--- src/rtl/mult_sched_if.sv ---
// Request/response bundle for the shared signed multiplier scheduler.
interface mult_sched_if #(
  parameter int unsigned WIDTH = 16
);
  logic               req0_valid;
  logic               req0_ready;
  logic [WIDTH-1:0]   req0_a;
  logic [WIDTH-1:0]   req0_b;
  logic               req1_valid;
  logic               req1_ready;
  logic [WIDTH-1:0]   req1_a;
  logic [WIDTH-1:0]   req1_b;
  logic               rsp_valid;
  logic               rsp_ready;
  logic               rsp_id;
  logic [2*WIDTH-1:0] rsp_p;
  logic               busy;

  modport slave (
    input  req0_valid, req0_a, req0_b, req1_valid, req1_a, req1_b, rsp_ready,
    output req0_ready, req1_ready, rsp_valid, rsp_id, rsp_p, busy
  );

  modport master (
    output req0_valid, req0_a, req0_b, req1_valid, req1_a, req1_b, rsp_ready,
    input  req0_ready, req1_ready, rsp_valid, rsp_id, rsp_p, busy
  );
endinterface

--- src/rtl/mult_sched.sv ---
// Two-requester round-robin scheduler sharing one pipelined radix-4 Booth
// signed multiplier, with a credit-guarded in-order result FIFO.
module mult_sched #(
  parameter int unsigned WIDTH      = 16,
  parameter int unsigned FIFO_DEPTH = 4
) (
  input logic         clk,
  input logic         rst_n,
  mult_sched_if.slave io_bus
);
  localparam int unsigned PW  = 2 * WIDTH;
  localparam int unsigned NPP = WIDTH / 2;
  localparam int unsigned CW  = $clog2(FIFO_DEPTH + 1);
  localparam int unsigned AW  = $clog2(FIFO_DEPTH);
  localparam logic [CW-1:0] DEPTH_C  = CW'(FIFO_DEPTH);
  localparam logic [AW-1:0] LAST_IDX = AW'(FIFO_DEPTH - 1);

  logic             r_ptr;
  logic [CW-1:0]    r_credit;
  logic             w_permit, w_gnt0, w_gnt1, w_issue, w_issue_id, w_pop, w_push;
  logic [WIDTH-1:0] w_a, w_b;

  // Arbitration: a lone requester wins, a tie goes to the pointer; reset blocks issue.
  always_comb begin
    w_permit   = rst_n & (r_credit < DEPTH_C);
    w_gnt0     = w_permit & io_bus.req0_valid & (~io_bus.req1_valid | ~r_ptr);
    w_gnt1     = w_permit & io_bus.req1_valid & (~io_bus.req0_valid | r_ptr);
    w_issue    = w_gnt0 | w_gnt1;
    w_issue_id = w_gnt1;
    w_a        = w_gnt1 ? io_bus.req1_a : io_bus.req0_a;
    w_b        = w_gnt1 ? io_bus.req1_b : io_bus.req0_b;
  end

  assign io_bus.req0_ready = w_gnt0;
  assign io_bus.req1_ready = w_gnt1;

  logic [PW-1:0]  w_a_ext, w_row, w_cs_s, w_cs_c, w_t;
  logic [WIDTH:0] w_b_pad;
  logic [PW-1:0]  w_pp [NPP];

  // Radix-4 Booth partial products, then carry-save compression down to two rows.
  always_comb begin
    w_a_ext = {{WIDTH{w_a[WIDTH-1]}}, w_a};
    w_b_pad = {w_b, 1'b0};
    for (int i = 0; i < NPP; i++) begin
      case (w_b_pad[2*i +: 3])
        3'b001, 3'b010: w_row = w_a_ext;
        3'b011:         w_row = w_a_ext << 1;
        3'b100:         w_row = -(w_a_ext << 1);
        3'b101, 3'b110: w_row = -w_a_ext;
        default:        w_row = '0;
      endcase
      w_pp[i] = w_row << (2 * i);
    end
    w_cs_s = w_pp[0];
    w_cs_c = w_pp[1];
    w_t    = '0;
    for (int i = 2; i < NPP; i++) begin
      w_t    = w_cs_s ^ w_cs_c ^ w_pp[i];
      w_cs_c = ((w_cs_s & w_cs_c) | (w_cs_s & w_pp[i]) | (w_cs_c & w_pp[i])) << 1;
      w_cs_s = w_t;
    end
  end

  logic          r_s1_vld, r_s1_id, r_s2_vld, r_s2_id;
  logic [PW-1:0] r_s1_sum, r_s1_cry, r_s2_p;

  // Stage 1 holds the redundant sum/carry pair; stage 2 holds the resolved product.
  always_ff @(posedge clk or negedge rst_n) begin
    if (!rst_n) begin
      r_s1_vld <= 1'b0;
      r_s1_id  <= 1'b0;
      r_s1_sum <= '0;
      r_s1_cry <= '0;
      r_s2_vld <= 1'b0;
      r_s2_id  <= 1'b0;
      r_s2_p   <= '0;
    end else begin
      r_s1_vld <= w_issue;
      r_s2_vld <= r_s1_vld;
      if (w_issue) begin
        r_s1_id  <= w_issue_id;
        r_s1_sum <= w_cs_s;
        r_s1_cry <= w_cs_c;
      end
      if (r_s1_vld) begin
        r_s2_id <= r_s1_id;
        r_s2_p  <= r_s1_sum + r_s1_cry;
      end
    end
  end

  logic [PW:0]   r_mem [FIFO_DEPTH];
  logic [AW-1:0] r_wr, r_rd;
  logic [CW-1:0] r_cnt;
  logic          w_rsp_vld;

  assign w_rsp_vld = (r_cnt != '0);
  assign w_pop     = w_rsp_vld & io_bus.rsp_ready;
  assign w_push    = r_s2_vld;

  always_ff @(posedge clk) begin
    if (w_push) r_mem[r_wr] <= {r_s2_id, r_s2_p};
  end

  // FIFO pointers, credit and round-robin pointer; credit bounds FIFO occupancy.
  always_ff @(posedge clk or negedge rst_n) begin
    if (!rst_n) begin
      r_wr     <= '0;
      r_rd     <= '0;
      r_cnt    <= '0;
      r_credit <= '0;
      r_ptr    <= 1'b0;
    end else begin
      if (w_push) r_wr <= (r_wr == LAST_IDX) ? '0 : r_wr + AW'(1);
      if (w_pop)  r_rd <= (r_rd == LAST_IDX) ? '0 : r_rd + AW'(1);
      case ({w_push, w_pop})
        2'b10:   r_cnt <= r_cnt + CW'(1);
        2'b01:   r_cnt <= r_cnt - CW'(1);
        default: ;
      endcase
      case ({w_issue, w_pop})
        2'b10:   r_credit <= r_credit + CW'(1);
        2'b01:   r_credit <= r_credit - CW'(1);
        default: ;
      endcase
      if (w_issue) r_ptr <= ~w_issue_id;
    end
  end

  assign io_bus.rsp_valid = w_rsp_vld;
  assign {io_bus.rsp_id, io_bus.rsp_p} = w_rsp_vld ? r_mem[r_rd] : '0;
  assign io_bus.busy      = (r_credit != '0);
endmodule

--- src/flat_wrapper.sv ---
// flat-port wrapper written by rule: the top's interface ports become plain ports
module mult_sched_flat 
#(
  parameter int unsigned WIDTH      = 16,
  parameter int unsigned FIFO_DEPTH = 4
)
  (clk, rst_n, io_bus_req0_valid, io_bus_req0_a, io_bus_req0_b, io_bus_req1_valid, io_bus_req1_a, io_bus_req1_b, io_bus_rsp_ready, io_bus_req0_ready, io_bus_req1_ready, io_bus_rsp_valid, io_bus_rsp_id, io_bus_rsp_p, io_bus_busy);
  mult_sched_if #(.WIDTH(WIDTH)) io_bus_i ();
  input logic clk;
  input logic rst_n;
  input wire logic [$bits(io_bus_i.req0_valid)-1:0] io_bus_req0_valid;
  input wire logic [$bits(io_bus_i.req0_a)-1:0] io_bus_req0_a;
  input wire logic [$bits(io_bus_i.req0_b)-1:0] io_bus_req0_b;
  input wire logic [$bits(io_bus_i.req1_valid)-1:0] io_bus_req1_valid;
  input wire logic [$bits(io_bus_i.req1_a)-1:0] io_bus_req1_a;
  input wire logic [$bits(io_bus_i.req1_b)-1:0] io_bus_req1_b;
  input wire logic [$bits(io_bus_i.rsp_ready)-1:0] io_bus_rsp_ready;
  output wire logic [$bits(io_bus_i.req0_ready)-1:0] io_bus_req0_ready;
  output wire logic [$bits(io_bus_i.req1_ready)-1:0] io_bus_req1_ready;
  output wire logic [$bits(io_bus_i.rsp_valid)-1:0] io_bus_rsp_valid;
  output wire logic [$bits(io_bus_i.rsp_id)-1:0] io_bus_rsp_id;
  output wire logic [$bits(io_bus_i.rsp_p)-1:0] io_bus_rsp_p;
  output wire logic [$bits(io_bus_i.busy)-1:0] io_bus_busy;
  assign io_bus_i.req0_valid = io_bus_req0_valid;
  assign io_bus_i.req0_a = io_bus_req0_a;
  assign io_bus_i.req0_b = io_bus_req0_b;
  assign io_bus_i.req1_valid = io_bus_req1_valid;
  assign io_bus_i.req1_a = io_bus_req1_a;
  assign io_bus_i.req1_b = io_bus_req1_b;
  assign io_bus_i.rsp_ready = io_bus_rsp_ready;
  assign io_bus_req0_ready = io_bus_i.req0_ready;
  assign io_bus_req1_ready = io_bus_i.req1_ready;
  assign io_bus_rsp_valid = io_bus_i.rsp_valid;
  assign io_bus_rsp_id = io_bus_i.rsp_id;
  assign io_bus_rsp_p = io_bus_i.rsp_p;
  assign io_bus_busy = io_bus_i.busy;
  mult_sched #(.WIDTH(WIDTH), .FIFO_DEPTH(FIFO_DEPTH)) u_core (.clk(clk), .rst_n(rst_n), .io_bus(io_bus_i));
endmodule
--- config.mk ---
export PLATFORM = sky130hd
export DESIGN_NAME = mult_sched_flat
export DESIGN_NICKNAME = d
export VERILOG_FILES = /design/src/rtl/mult_sched_if.sv /design/src/rtl/mult_sched.sv /design/src/flat_wrapper.sv
export SDC_FILE = /design/constraint.sdc
export NUM_CORES = 1
export LEC_CHECK = 0
export ABC_AREA = 1
export ABC_CLOCK_PERIOD_IN_PS = 6100
export CAP_MARGIN = 5
export CORE_MARGIN = 2
export CORE_UTILIZATION = 50
export DETAILED_ROUTE_END_ITERATION = 12
export HOLD_SLACK_MARGIN = 0.02
export PLACE_DENSITY_LB_ADDON = 0.1
export SETUP_SLACK_MARGIN = 0.3
export SLEW_MARGIN = 20
export SYNTH_ARGS = -nofsm -noshare
export SYNTH_HDL_FRONTEND = slang
export SYNTH_SLANG_ARGS = --single-unit
export TNS_END_PERCENT = 50
--- constraint.sdc ---
create_clock -name clk -period 6.1 [get_ports clk]
set_input_delay 1.22 -clock clk [delete_from_list [all_inputs] [get_ports clk]]
set_output_delay 1.22 -clock clk [all_outputs]
set_load 0.01 [all_outputs]
==> metrics <==
Yosys top cell area share 22.9%; Antenna Violating Nets Remaining 0; Initial DRC Count 1076; die width 190 um; Seq cells post-synth 235; crit-path max FO 5; Pwr Density between 600 and 700 nW/um^2; share of cells above drive strength 1 26.0%; status complete, but fails checks; VDD IR max slightly below 0.9 mV; Starting Density 50.5%; f_max 162 MHz; Die ar. 36100 sq um; Final Setup Violations 5; Crit path required time 6.47 ns; Slew Viols, Final 0; violated checks negative setup slack; WP data arrival roughly 6.5 ns; min Tclk post-route 6.16 ns; synthesized instance count between 1500 and 2000; leakage around 9.5 nW; Synth Cell Area ~17000 sq um; Reg-to-Reg Start u_core.r_ptr; CTS tree done; total grt overflow 0; syn_area_per_cell about 9.1 sq um; Root Driver clkbuf_16; dpl hpwl a little over 40000 um; crit path kind input port to register; Total Routing Usage GR 30.0%; highest-count cells in the layout ignoring fill and taps nand2_1 (282), buf_4 (274), nor2_1 (186), inv_1 (154), o21ai_0 (154); Synth Flop Type edfxtp_1; EDFF count, synth 132; Final WS setup -0.0592 ns; Hold/Removal Path Class register to register; IO Pins between 100 and 150; Total Wirelength 54100 um; Avg WL per Cell 19.9 um; Worst-Margin Slew 0.920 ns; Clock Skews about 0.012 ns; Via Count 15600; final estimated routing congestion in global placement 0.967; Syn Nets 2159; Worst Setup SP rst_n; largest net degree at the start of global routing 91; area growth from synthesis to layout 31.8%; CTS sink cnt 235; max_cap viols 0; Hold Crit Start u_core.r_s1_sum[1]; Async S/R FF share, synth 43.8%; Nets between 2000 and 3000; Slew HR 38.6%; register area share after synthesis 37.8%; Area contributors post-synth edfxtp_1 (23%), fa_1 (16%), dfrtp_1 (15%), nand2_1 (6.9%), o21ai_0 (4.8%); global-route wire length before repair between 80000 and 90000 um; fin crit share 101%; Port-buffer cells 105; DRC errors left 0; total CTS buffers 24; Worst-path clk slew ~0.060 ns; Die H 190 um; detailed-routing iteration count for the pre-antenna-repair pass 7; Synth cell types 50; initial antenna violation count 1; most common cell after layout, fill and taps aside nand2_1; fin cells approximately 2700; Diodes inserted 0; crit start category input port; Core Area 34300 sq um; DR vias/cell roughly 5.7; post-synth top area cell edfxtp_1; row count a little under 70; unrepaired setup endpoints after global routing true; clock buffer depth 3; placed cells roughly 2600; setup TNS -0.121 ns; vias in the first global route 15500; cts hold-fix bufs 0; Synth Warn # 0; CP Capture Type register; H-tree levels 1; Final Hold Viols 0; Clock Latency Late Sink around 0.52 ns
Yosys cell counts, drive strengths merged, types with 2 or more instances:
| cell | n |
|---|---|
| nand4 | 22 |
| buf | 19 |
| dfrtp | 103 |
| fa | 135 |
| xnor2 | 12 |
| a22oi | 6 |
| a221oi | 84 |
| nand2 | 327 |
| clkinv | 14 |
| inv | 184 |
| nand3 | 45 |
| nor4 | 3 |
| o211ai | 2 |
| a211oi | 9 |
| ha | 59 |
| o31ai | 2 |
| o21bai | 2 |
| nor2 | 220 |
| clkbuf | 75 |
| a31oi | 7 |
| o21ai | 179 |
| nor3 | 6 |
| or2 | 10 |
| xor2 | 15 |
| o221ai | 21 |
| edfxtp | 132 |
| a21oi | 99 |
| o2111ai | 4 |
| o22ai | 96 |
metal layers:
layer	vias to the layer above	GRT usage [%]	wire [um]
met4	2	9.57	1730
li1	7332	-	-
met1	7542	38.2	22300
met5	-	0	13
met3	143	4.28	3050
met2	577	52.8	27000
registers in the layout, summed over array words and instances, names as in the netlist:
name and flops:
u_core.r_cnt 3, u_core.r_credit 3, u_core.r_mem 132, u_core.r_ptr 1
u_core.r_rd 2, u_core.r_s1_cry 24, u_core.r_s1_id 1, u_core.r_s1_sum 32
u_core.r_s1_vld 1, u_core.r_s2_id 1, u_core.r_s2_p 32, u_core.r_s2_vld 1
u_core.r_wr 2
final cells by class:
type                       count  area, sq um
tap                          455          569
multi-input combinational   1370        10500
sequential                   235         6540
clock buffer                  33          666
fill                        2725        11500
timing repair buffer         413         3580
timing repair inverter         1         8.76
inverter                     198          779
clock inverter                11          135
cell families after synthesis:
logic type	synth area share (%)
buffers and inverters	6.57
DFF	37.8
and+or+nand+nor	15.5
adders and majority gates	19.9
AOI/OAI and AO/OA	18.8
xor gates and xnor gates	1.50
worst max-delay path, cell delays in order:
cell and delay, ns:
buf_8 0.09, inv_8 0.03, nor2_4 0.19, nand3_4 0.17
nand2_2 0.11, nand2_2 0.07, buf_6 0.12, nor2_4 0.09
nand2_2 0.08, nor2_4 0.13, inv_2 0.06, buf_4 0.14
nor2_4 0.15, xor2_4 0.23, buf_4 0.15, o22ai_2 0.06
a221oi_2 0.31, fa_2 0.52, fa_2 0.57, fa_2 0.46
fa_2 0.56, fa_2 0.45, fa_1 0.51, o21ai_1 0.06
stage by stage:
stage / cell area [sq um] / worst slack, ns / utilization, % / total power, W / hold slack, ns
6_report: 22800 / -0.0592 / 66.5 / 0.0150 / 0.474
5_1_grt: 22800 / -0.224 / 66.5 / 0.0166 / 0.501
4_1_cts: 22000 / 0.0566 / 64.2 / 0.0147 / 0.480
3_5_place_dp: 20700 / -0.920 / 60.4 / 0.0130 / 0.459
3_3_place_gp: 20700 / -0.820 / 60.4 / 0.0127 / 0.458
2_1_floorplan: 17600 / -0.256 / - / 0.00969 / 0.398
repair_timing:
item                       in CTS  in global routing
resized for setup              83                139
cloned                          2                  0
buffers inserted               23                 40
setup endpoints to repair      47                 46
pin swaps                      65                 94
path summary, 6_finish.rpt:
path | to | slack (ns) | cells past startpoint
max | u_core.r_s1_sum[15] | -0.06 | 24
min | u_core.r_s2_p[1] | 0.47 | 2
max reg2reg | u_core.r_s1_sum[15] | 0.28 | 24
min reg2reg | u_core.r_s2_p[1] | 0.47 | 2
max in group asynchronous | u_core.r_s1_cry[28] | 4.10 | 3
min in group asynchronous | u_core.r_ptr | 0.75 | 2
where the power goes:
| group | internal [W] | switching (W) | total [W] |
|---|---|---|---|
| combinational | 0.00501 | 0.00592 | 0.0109 |
| sequential | 0.00226 | 0.000300 | 0.00256 |
| clock | 0.000892 | 0.000582 | 0.00147 |
(Power assumes the default switching activity.)
==> RTL edit: new RTL, same settings <==
`FIFO_DEPTH` is set to 4 in 2 places; all go to 8.
--- a/src/rtl/mult_sched.sv
+++ b/src/rtl/mult_sched.sv
@@ -2,7 +2,7 @@
 // signed multiplier, with a credit-guarded in-order result FIFO.
 module mult_sched #(
   parameter int unsigned WIDTH      = 16,
-  parameter int unsigned FIFO_DEPTH = 4
+  parameter int unsigned FIFO_DEPTH = 8
 ) (
   input logic         clk,
   input logic         rst_n,
--- a/src/flat_wrapper.sv
+++ b/src/flat_wrapper.sv
@@ -2,7 +2,7 @@
 module mult_sched_flat 
 #(
   parameter int unsigned WIDTH      = 16,
-  parameter int unsigned FIFO_DEPTH = 4
+  parameter int unsigned FIFO_DEPTH = 8
 )
   (clk, rst_n, io_bus_req0_valid, io_bus_req0_a, io_bus_req0_b, io_bus_req1_valid, io_bus_req1_a, io_bus_req1_b, io_bus_rsp_ready, io_bus_req0_ready, io_bus_req1_ready, io_bus_rsp_valid, io_bus_rsp_id, io_bus_rsp_p, io_bus_busy);
   mult_sched_if #(.WIDTH(WIDTH)) io_bus_i ();
Check against the original RTL: not settled (the Yosys comparison gave no result); the edit may change what the design does.
==> RTL edit against the original RTL <==
Worst setup slack better by 0.070 ns. Highest routed layer is now met4. Wire length is 25% higher. Largest cell class unchanged. Sequential cell count is 136 higher. Sequential share of layout area is 8.7 points higher. Area after synthesis is 32% higher. Largest power group unchanged. Sequential power is 50% higher. Design area is 24% higher. Global-route usage is 1.3 points lower. Power is 18% higher.
==> RTL edit: results (changes against the original RTL) <==
Run status
  • Outcome: complete, no violations (was complete, but fails checks)

Power
  • Leak Pwr: 11.22 nW (was 9.474 nW)
  • Worst ir drop on vdd: 0.7841 mV (was 0.8770 mV)
  • Switch Pwr: 7.852 mW (was 6.806 mW)

Global routing
  • Global Route met2 Usage: 0.4946 (was 0.5279)
  • First-pass GRT wire length: 105.4 mm (was 84.37 mm)
  • Initial antenna violation count: 0 (was 1)
  • Largest net degree at the start of global routing: 99 (was 91)
  • Met3 global-route usage: 0.02887 (was 0.04280)
  • Total global-route track usage: 0.2863 (was 0.2998)
  • GR Util met1: 0.3741 (was 0.3818)

Min path
  • Worst Hold Path EP: u_core.r_s1_sum[3] (was u_core.r_s2_p[1])
  • Min-delay src: u_core.r_s1_sum[3] (was u_core.r_s1_sum[1])

Synth
  • Cell variety after synth: 51 (was 50)
  • Post-synthesis sequential area ratio: 0.4649 (was 0.3779)
  • Instance count of the mapped netlist: 2301 (was 1896)
  • Top cells by count, synth: nand2_1, nor2_1, edfxtp_1, o21ai_0, inv_1 (was nand2_1, nor2_1, inv_1, o21ai_0, fa_1)
  • Post-synthesis net count: 2567 (was 2159)
  • FFs w/ async S/R, synth: 0.2884 (was 0.4383)
  • Top cells by area, synth: edfxtp_1, fa_1, dfrtp_1, o21ai_0, nand2_1 (was edfxtp_1, fa_1, dfrtp_1, nand2_1, o21ai_0)
  • Post-synth EDFFs: 264 (was 132)

Critical path
  • FF-to-FF path depth: 21 (was 24)
  • CP Max Fanout: 6 (was 5)
  • Crit path DAT: 6.48 ns (was 6.53 ns)
  • R2r setup slk: 0.42 ns (was 0.28 ns)

Placement
  • Placement Setup Slack: -0.9236 ns (was -0.9202 ns)
  • Post-DP Area: 26120 sq um (was 20700 sq um)
  • Port bufs: 105 (unchanged)
  • HPWL Detailed: 47.42 mm (was 40.80 mm)
  • Placed cells: 3120 (was 2607)

Timing
  • Relative max-transition margin: 0.2506 (was 0.3859)
  • Final Skew: 0.01379 ns (was 0.01194 ns)

Drt
  • Final wirelength: 67.35 mm (was 54.06 mm)
  • WL per Instance: 20.90 um (was 19.90 um)
  • TritonRoute pass-1 iters: 6 (was 7)
  • DR vias: 18810 (was 15600)
  • Initial drt markers: 1606 (was 1076)

Final layout
  • Fin nets: 2861 (was 2506)

Clock tree
  • H-Tree Level Count: 2 (was 1)
==> RTL edit: power groups by stage <==
stage / clock (mW) / sequential, mW / combinational, mW
2_1_floorplan: 0 / 3.72 / 7.61
3_3_place_gp: 0 / 3.84 / 10.9
3_5_place_dp: 0 / 3.87 / 11.1
4_1_cts: 2.29 / 3.82 / 11.3
5_1_grt: 2.39 / 3.89 / 13.4
6_report: 2.25 / 3.83 / 11.6
==> RTL edit: worst max-delay path by stage <==
stage	start	end	cells after the start
2_1_floorplan	rst_n	u_core.r_s1_sum[17]	22
3_3_place_gp	io_bus_req0_valid	u_core.r_s1_sum[19]	19
3_5_place_dp	io_bus_req0_valid	u_core.r_s1_sum[19]	19
4_1_cts	rst_n	u_core.r_s1_sum[16]	21
5_1_grt	rst_n	u_core.r_s1_sum[17]	21
6_report	rst_n	u_core.r_s1_sum[17]	20
==> RTL edit: layer usage <==
layer | wire [um] | part of all wire
met1 | 28460 | 0.42
met2 | 33120 | 0.49
met3 | 3409 | 0.051
met4 | 2366 | 0.035
met5 | 0 | 0
==> RTL edit: kinds of logic after synthesis <==
| logic type | Yosys count | share of synthesized area |
|---|---|---|
| flops | 371 | 0.4649 |
| buf+inv | 322 | 0.05606 |
| xor+xnor | 26 | 0.01146 |
| fa+ha+maj | 197 | 0.1525 |
| simple gates | 744 | 0.1387 |
| compound gates | 641 | 0.1764 |
==> RTL edit: critical path: stages <==
cell,delay [ns]
buf_8,0.09
inv_8,0.03
nor2_4,0.18
nand3_4,0.16
o21ai_4,0.25
ha_4,0.19
nand3_4,0.09
nor2_4,0.16
inv_2,0.07
nor2_4,0.13
xor2_4,0.31
o22ai_2,0.13
a221oi_4,0.24
fa_2,0.51
fa_2,0.60
fa_2,0.44
fa_2,0.61
fa_2,0.44
fa_2,0.58
o21ai_2,0.05
==> RTL edit: final cells by class <==
| type | count | area (sq um) | area share |
|---|---|---|---|
| Tap cell | 600 | 750.7 | 0.02645 |
| Clock buffer | 46 | 989.7 | 0.03486 |
| Clock inverter | 21 | 220.2 | 0.007757 |
| Multi-Input combinational cell | 1609 | 11770 | 0.4145 |
| Timing Repair Buffer | 377 | 3276 | 0.1154 |
| Sequential cell | 371 | 10610 | 0.3738 |
| Inverter | 199 | 774.5 | 0.02728 |
==> RTL edit: timing repair <==
item | 4_1_cts | 5_1_grt
gates resized for setup | 80 | 127
gates cloned | 1 | 0
setup buffers | 15 | 20
hold buffers | 0 | 0
setup endpoints to repair | 47 | 47
pin swaps | 44 | 77
